===== config.mk =====
export PLATFORM = sky130hd
export DESIGN_NAME = texture_load_controller
export DESIGN_NICKNAME = d
export VERILOG_FILES = /design/src/rtl/texture_load_controller_pkg.sv /design/src/rtl/texture_beat_counter.sv /design/src/rtl/texture_load_controller.sv
export SDC_FILE = /design/constraint.sdc
export NUM_CORES = 1
export LEC_CHECK = 0
export ABC_AREA = 1
export BUFFER_PORTS_ARGS = -buffer_cell sky130_fd_sc_hd__clkbuf_2
export CAP_MARGIN = 5
export CORE_MARGIN = 8
export CORE_UTILIZATION = 58
export CTS_CLUSTER_DIAMETER = 200
export CTS_CLUSTER_SIZE = 20
export DETAILED_ROUTE_END_ITERATION = 10
export GPL_TIMING_DRIVEN = 1
export PLACE_DENSITY = 0.94
export SLEW_MARGIN = 20
export SYNTH_ARGS = -nofsm -noshare
export SYNTH_HDL_FRONTEND = slang
export SYNTH_SLANG_ARGS = --single-unit
export TNS_END_PERCENT = 20

===== constraint.sdc =====
create_clock -name clk -period 3.9 [get_ports clk]
set_clock_uncertainty 0.2 [all_clocks]
set_input_delay 0 -clock clk [delete_from_list [all_inputs] [get_ports clk]]
set_output_delay 0 -clock clk [all_outputs]
set_load 0.05 [all_outputs]

===== src/rtl/texture_load_controller_pkg.sv =====
// Shared definitions for the texture upload controller: mode encodings,
// header field positions, FSM states and the mode-to-texel-count helper.
package texture_load_controller_pkg;

  // One-hot texture modes carried in the header beat
  localparam logic [3:0] MODE_32  = 4'b0001;
  localparam logic [3:0] MODE_64  = 4'b0010;
  localparam logic [3:0] MODE_128 = 4'b0100;
  localparam logic [3:0] MODE_RSV = 4'b1000;

  // Header field placement
  localparam int HDR_MODE_LSB = 0;
  localparam int HDR_MODE_W   = 4;

  // Largest texture (128x128) bounds the beat counter
  localparam int MAX_TEXELS = 16384;

  typedef enum logic [2:0] {
    ST_IDLE        = 3'd0,
    ST_WAIT_RASTER = 3'd1,
    ST_STREAM      = 3'd2,
    ST_DRAIN       = 3'd3,
    ST_DONE        = 3'd4,
    ST_WAIT_SWAP   = 3'd5
  } tlc_state_e;

  // Texel count for a mode; zero flags an unsupported encoding
  function automatic logic [31:0] mode_texels(input logic [3:0] mode);
    logic [31:0] texels;
    case (mode)
      MODE_32:  texels = 32'd1024;
      MODE_64:  texels = 32'd4096;
      MODE_128: texels = 32'd16384;
      default:  texels = 32'd0;
    endcase
    return texels;
  endfunction

endpackage


===== src/rtl/texture_beat_counter.sv =====
// Payload beat counter: cleared on each header, advanced per forwarded
// beat, with a terminal-count flag when the final expected beat is current.
module texture_beat_counter #(
  parameter int CNT_W = 15
) (
  input  logic             clk,
  input  logic             reset,
  input  logic             i_clr,
  input  logic             i_inc,
  input  logic [CNT_W-1:0] i_terminal,
  output logic             o_tc
);

  logic [CNT_W-1:0] r_count;

  // Count handshakes; a header clears the count back to zero
  always_ff @(posedge clk or posedge reset) begin
    if (reset) begin
      r_count <= '0;
    end else if (i_clr) begin
      r_count <= '0;
    end else if (i_inc) begin
      r_count <= r_count + CNT_W'(1);
    end
  end

  assign o_tc = (r_count == i_terminal);

endmodule


===== src/rtl/texture_load_controller.sv =====
// Texture upload sequencer: validates the header beat, waits for the
// rasterizer to go idle, forwards the payload with a correct tlast and
// commits the texture mode / ready flag to the read side.
// Optional feature macro: TEXTURE_DOUBLE_BUFFER_EN (ping-pong banks, the
// upload targets the inactive bank and the swap waits for raster idle).
module texture_load_controller
  import texture_load_controller_pkg::*;
#(
  parameter int STREAM_WIDTH = 16,
  parameter int SIZE         = 15
) (
  input  logic                    clk,
  input  logic                    reset,
  input  logic                    s_cmd_axis_tvalid,
  output logic                    s_cmd_axis_tready,
  input  logic                    s_cmd_axis_tlast,
  input  logic [STREAM_WIDTH-1:0] s_cmd_axis_tdata,
  output logic                    m_tex_axis_tvalid,
  input  logic                    m_tex_axis_tready,
  output logic                    m_tex_axis_tlast,
  output logic [STREAM_WIDTH-1:0] m_tex_axis_tdata,
  input  logic                    rasterBusy,
  output logic [3:0]              texMode,
  output logic                    texReady,
`ifdef TEXTURE_DOUBLE_BUFFER_EN
  output logic                    texBank,
`endif
  output logic                    loadError
);

  localparam int          MAX_BEATS = MAX_TEXELS * 16 / STREAM_WIDTH;
  localparam int          CNT_W     = $clog2(MAX_BEATS) + 1;
  localparam logic [31:0] CAPACITY  = 32'd1 << SIZE;

  tlc_state_e       r_state;
  tlc_state_e       w_next;
  logic             r_alive;
  logic [3:0]       r_mode_lat;
  logic [CNT_W-1:0] r_term;
  logic [3:0]       r_tex_mode;
  logic             r_tex_ready;
  logic             r_load_err;

  logic [3:0]       w_hdr_mode;
  logic [31:0]      w_hdr_texels;
  logic             w_hdr_valid;
  logic [CNT_W-1:0] w_hdr_term;

  logic             w_cnt_clr;
  logic             w_cnt_inc;
  logic             w_cnt_tc;
  logic             w_latch_hdr;
  logic             w_set_err;
  logic             w_clr_err;
  logic             w_commit;
  logic             w_drop_ready;

`ifdef TEXTURE_DOUBLE_BUFFER_EN
  logic             r_tex_bank;
  logic             w_upload_bank;
  logic             w_swap;
`endif

  // Header decode: mode must map to a texture that fits the buffer (16-bit texels)
  assign w_hdr_mode   = s_cmd_axis_tdata[HDR_MODE_LSB +: HDR_MODE_W];
  assign w_hdr_texels = mode_texels(w_hdr_mode);
  assign w_hdr_valid  = (w_hdr_texels != 32'd0) && ((w_hdr_texels << 1) <= CAPACITY);
  assign w_hdr_term   = CNT_W'((w_hdr_texels * 32'd16) / 32'(STREAM_WIDTH) - 32'd1);

  texture_beat_counter #(
    .CNT_W (CNT_W)
  ) u_beat_cnt (
    .clk        (clk),
    .reset      (reset),
    .i_clr      (w_cnt_clr),
    .i_inc      (w_cnt_inc),
    .i_terminal (r_term),
    .o_tc       (w_cnt_tc)
  );

  // State register
  always_ff @(posedge clk or posedge reset) begin
    if (reset) begin
      r_state <= ST_IDLE;
    end else begin
      r_state <= w_next;
    end
  end

  // Holds the command port closed for the first cycle out of reset
  always_ff @(posedge clk or posedge reset) begin
    if (reset) begin
      r_alive <= 1'b0;
    end else begin
      r_alive <= 1'b1;
    end
  end

  // Next-state decode, stream steering and status-update strobes
  always_comb begin
    w_next            = r_state;
    s_cmd_axis_tready = 1'b0;
    m_tex_axis_tvalid = 1'b0;
    m_tex_axis_tlast  = 1'b0;
    m_tex_axis_tdata  = '0;
    w_cnt_clr         = 1'b0;
    w_cnt_inc         = 1'b0;
    w_latch_hdr       = 1'b0;
    w_set_err         = 1'b0;
    w_clr_err         = 1'b0;
    w_commit          = 1'b0;
    w_drop_ready      = 1'b0;
`ifdef TEXTURE_DOUBLE_BUFFER_EN
    w_swap            = 1'b0;
`endif
    case (r_state)
      ST_IDLE: begin
        s_cmd_axis_tready = r_alive;
        if (r_alive && s_cmd_axis_tvalid) begin
          w_latch_hdr = 1'b1;
          w_cnt_clr   = 1'b1;
          w_clr_err   = 1'b1;
          if (s_cmd_axis_tlast) begin
            // Header with no payload is malformed
            w_set_err = 1'b1;
            w_next    = ST_IDLE;
          end else if (w_hdr_valid) begin
`ifdef TEXTURE_DOUBLE_BUFFER_EN
            w_next = ST_STREAM;
`else
            w_next       = ST_WAIT_RASTER;
            w_drop_ready = 1'b1;
`endif
          end else begin
            w_set_err = 1'b1;
            w_next    = ST_DRAIN;
          end
        end
      end
      ST_WAIT_RASTER: begin
        if (!rasterBusy) begin
          w_next = ST_STREAM;
        end
      end
      ST_STREAM: begin
        m_tex_axis_tvalid = s_cmd_axis_tvalid;
        s_cmd_axis_tready = m_tex_axis_tready;
        m_tex_axis_tdata  = s_cmd_axis_tdata;
        m_tex_axis_tlast  = w_cnt_tc | s_cmd_axis_tlast;
        if (s_cmd_axis_tvalid && m_tex_axis_tready) begin
          w_cnt_inc = 1'b1;
          if (w_cnt_tc) begin
            if (s_cmd_axis_tlast) begin
`ifdef TEXTURE_DOUBLE_BUFFER_EN
              w_next = ST_WAIT_SWAP;
`else
              w_commit = 1'b1;
              w_next   = ST_DONE;
`endif
            end else begin
              // Command longer than the texture: discard the excess
              w_set_err = 1'b1;
              w_next    = ST_DRAIN;
            end
          end else if (s_cmd_axis_tlast) begin
            // Truncated command
            w_set_err = 1'b1;
            w_next    = ST_IDLE;
          end
        end
      end
      ST_DRAIN: begin
        s_cmd_axis_tready = 1'b1;
        if (s_cmd_axis_tvalid && s_cmd_axis_tlast) begin
          w_next = ST_IDLE;
        end
      end
      ST_DONE: begin
        w_next = ST_IDLE;
      end
`ifdef TEXTURE_DOUBLE_BUFFER_EN
      ST_WAIT_SWAP: begin
        if (!rasterBusy) begin
          w_commit = 1'b1;
          w_swap   = 1'b1;
          w_next   = ST_IDLE;
        end
      end
`endif
      default: begin
        w_next = ST_IDLE;
      end
    endcase
  end

  // Latch the header's mode and final-beat index for the upload in flight
  always_ff @(posedge clk or posedge reset) begin
    if (reset) begin
      r_mode_lat <= MODE_32;
      r_term     <= '0;
    end else if (w_latch_hdr) begin
      r_mode_lat <= w_hdr_mode;
      r_term     <= w_hdr_term;
    end
  end

  // Published status: sticky error, committed mode and ready flag
  always_ff @(posedge clk or posedge reset) begin
    if (reset) begin
      r_tex_mode  <= MODE_32;
      r_tex_ready <= 1'b0;
      r_load_err  <= 1'b0;
    end else begin
      if (w_set_err) begin
        r_load_err <= 1'b1;
      end else if (w_clr_err) begin
        r_load_err <= 1'b0;
      end
      if (w_commit) begin
        r_tex_mode  <= r_mode_lat;
        r_tex_ready <= 1'b1;
      end else if (w_drop_ready) begin
        r_tex_ready <= 1'b0;
      end
    end
  end

`ifdef TEXTURE_DOUBLE_BUFFER_EN
  // Uploads always land in the bank the rasterizer is not reading
  assign w_upload_bank = ~r_tex_bank;

  // Flip the active bank once the new texture is complete and raster is idle
  always_ff @(posedge clk or posedge reset) begin
    if (reset) begin
      r_tex_bank <= 1'b0;
    end else if (w_swap) begin
      r_tex_bank <= w_upload_bank;
    end
  end

  assign texBank = r_tex_bank;
`endif

  assign texMode   = r_tex_mode;
  assign texReady  = r_tex_ready;
  assign loadError = r_load_err;

endmodule


==> results.py <==
metrics = {
    "die": {
        "start_util": 0.5895,
        "dieArea_um2": 5858,
        "die_h_um": 76.54,
        "rows": 22,
        "ioPinCount": 47,
        "die_w_um": 76.54,
        "coreArea_um2": 3606,
    },
    "power": {
        "peakVddDrop_mv": 0.4175,
        "p_total_mw": 1.405,
        "leakage_nw": 1.407,
        "p_per_area_nw_per_um2": 547.9,
    },
    "sta": {
        "period_minus_slack_ns": 2.671,
        "slew_viol_final": 0,
        "post-route-period-util": 0.6849,
        "final-hold-violation-count": 0,
        "rsz0062_at_grt": "false",
        "setup_viol_count_final": 0,
        "fmax_mhz": 374.4,
        "timing.setup.tns_ns": 0,
        "setup_slack_ns": 1.229,
        "hold_ws_ns": 0.02082,
        "slew_headroom": 0.5163,
        "worst_pin_slew_ns": 0.7239,
    },
    "place": {
        "io_buffers": 46,
        "dp_cells": 376,
        "preCtsSetupSlack_ns": 1.667,
        "place_congestion": 0.9135,
        "hpwl_mm": 4.107,
    },
    "yosys": {
        "synth_top_area_share": 0.3767,
        "yosysWarnings": 0,
        "synthesis.area_um2": 2126,
        "synthCells": 288,
        "synth_edf_count": 0,
        "synth.net_count": 316,
        "async_flop_share": 1.000,
        "yosys-top-cells-area": "dfrtp_1 38%, nand2_1 11%, inv_1 8.7%",
        "synthDistinctLibCells": 34,
        "synth-seq-area-share": 0.4014,
        "ys_ff_latch": 34,
        "synth_ff_type": "dfrtp_1",
        "synth_area_leader_cell": "dfrtp_1",
        "syn_area_per_cell_um2": 7.381,
    },
    "drt": {
        "dr_total_vias": 2267,
        "dr.pass1.iters": 5,
        "detail_route.iter0.violations": 199,
        "routedWlPerCell_um": 16.79,
        "postRouteWirelength_mm": 6.598,
        "drc": 0,
        "ant_nets": 0,
        "vias_per_cell": 5.768,
    },
    "finish": {
        "fillerInstances": 254,
        "drive_gt1_frac": 0.2116,
        "finalNetCount": 373,
        "layout_common_cells": "61 x nand2_1, 49 x inv_1, 46 x clkbuf_2",
        "diodes": 0,
        "fin_cells": 393,
        "syn_to_final_growth_pct": 20.60,
        "final_common_cell": "nand2_1",
    },
    "flow_run": {
        "cap_violations": 0,
    },
    "clock_tree": {
        "cts_tree": "yes",
        "clk_pin_slew_ns": 0.07,
        "cts_sinks": 34,
        "root_buffer": "clkbuf_8",
        "post_cts_resized": 0,
        "cts_buffers": 5,
        "clockBufferDepth": 2,
        "insertion_delay_ns": 0.29,
        "h-tree-depth": 2,
    },
    "min_path": {
        "hold_start": "s_cmd_axis_tvalid",
        "hold_depth": 5,
        "hold_class": "in2reg",
        "min_to": "u_beat_cnt.r_count[1]",
    },
    "global_route": {
        "grt_usage": 0.2319,
        "grt_pass1_vias": 2400,
        "grt.overflow.total": 0,
        "grt_pass1_wl_mm": 11.10,
        "grt_max_degree": 35,
        "grt_antenna_before_repair": 0,
    },
    "worst_setup_path": {
        "worst_r2r_path_depth": 12,
        "path_common_cell": "nand2_1",
        "path_max_fanout": 5,
        "critPathRequiredTime_ns": 3.92,
        "crit_path_start_kind": "register",
        "crit_slowest_cell": "dlygate4sd3_1",
        "critPathCaptureType": "register",
        "arrival_ns": 2.69,
        "reg2reg_from": "u_beat_cnt.r_count[7]",
        "crit_type": "reg2reg",
        "reg2reg_slack_ns": 1.23,
        "r2r-end": "r_state[0]",
        "max_stage_delay_ns": 0.59,
        "path_cells": "nand2_1 -> nor2_1 -> nand3_1 -> o21ai_0 -> nand2_1 -> inv_1 -> ha_1 -> inv_1 -> o21ai_0 -> nand3_1 -> nand2_1 -> dlygate4sd3_1",
    },
    "run_status": {
        "status": "completed",
    },
}
[per-layer routing]
metal	track usage	vias up	routed length (um)
li1	-	1028	-
met1	0.2555	1026	2535
met2	0.3830	168	3142
met3	0.06132	45	600
met4	0.1558	0	320
met5	0	-	0
[synthesized netlist by cell type (all sizes together) (2+ instances only)]
library cell   n
nand2         64
inv           52
nor2          42
dfrtp         32
o21ai         19
nand4         15
nor3          13
nand3         12
a21oi          8
buf            6
ha             6
mux2           4
a31oi          2
dfstp          2
[state kept, by name, summed over array words and instances (netlist names)]
signal,count
loadError,1
texReady,1
texMode,4
r_state,3
u_beat_cnt.r_count,15
r_mode_lat,4
r_alive,1
r_term,5
[report_power, final]
group	switching (mW)	internal (mW)	total, mW
Sequential	0.0660	0.427	0.493
Combinational	0.475	0.163	0.639
Clock	0.133	0.140	0.273
[worst max-delay path, delay by kind of cell, from the launching register on]
family                     cells  cell delay [ns]
adders and majority gates      1             0.14
AOI/OAI and AO/OA              2             0.31
DFF                            1             0.44
buffers and inverters          3             0.74
and+or+nand+nor                6             0.75
[logic make-up after synthesis]
group,Yosys count,synth area share
buf+inv,59,0.1136
xor+xnor,1,0.004121
other cells,1,0.001764
flops,34,0.4014
fa+ha+maj,6,0.03531
mux,4,0.02825
simple gates,149,0.3249
compound gates,34,0.09064
[worst max path at each step]
stage / end / slack [ns] / from / depth (start not counted)
after CTS: r_state[0] / 1.41 / u_beat_cnt.r_count[7] / 12
after detailed placement: u_beat_cnt.r_count[10] / 1.67 / r_state[2] / 6
after floorplan: m_tex_axis_tlast / 2.00 / u_beat_cnt.r_count[5] / 7
after global routing: r_state[0] / 1.05 / u_beat_cnt.r_count[7] / 12
final: r_state[0] / 1.23 / u_beat_cnt.r_count[7] / 12
after global placement: u_beat_cnt.r_count[10] / 1.77 / r_state[2] / 6
[through the flow]
step,util,cell area [um2]
floorplan,-,2126
global placement,0.6593,2377
detailed placement,0.6593,2377
CTS,0.7110,2564
global route,0.7110,2564
finish,0.7110,2564
[cell type report]
| cell class | instances | area, um2 | share of cell area |
|---|---|---|---|
| clock buffers | 7 | 86.33 | 0.03367 |
| flip-flops and latches | 34 | 853.3 | 0.3328 |
| inverters | 52 | 195.2 | 0.07613 |
| multi-input cells | 195 | 1031 | 0.4021 |
| well taps | 48 | 60.06 | 0.02343 |
| repair buffers | 57 | 337.8 | 0.1318 |
[timing repair]
action                                 in CTS  in global routing
buffers inserted                            0                  0
hold buffers                               10                  0
endpoints found under the hold margin      48                  0
Power figures use the tool's default switching activity.
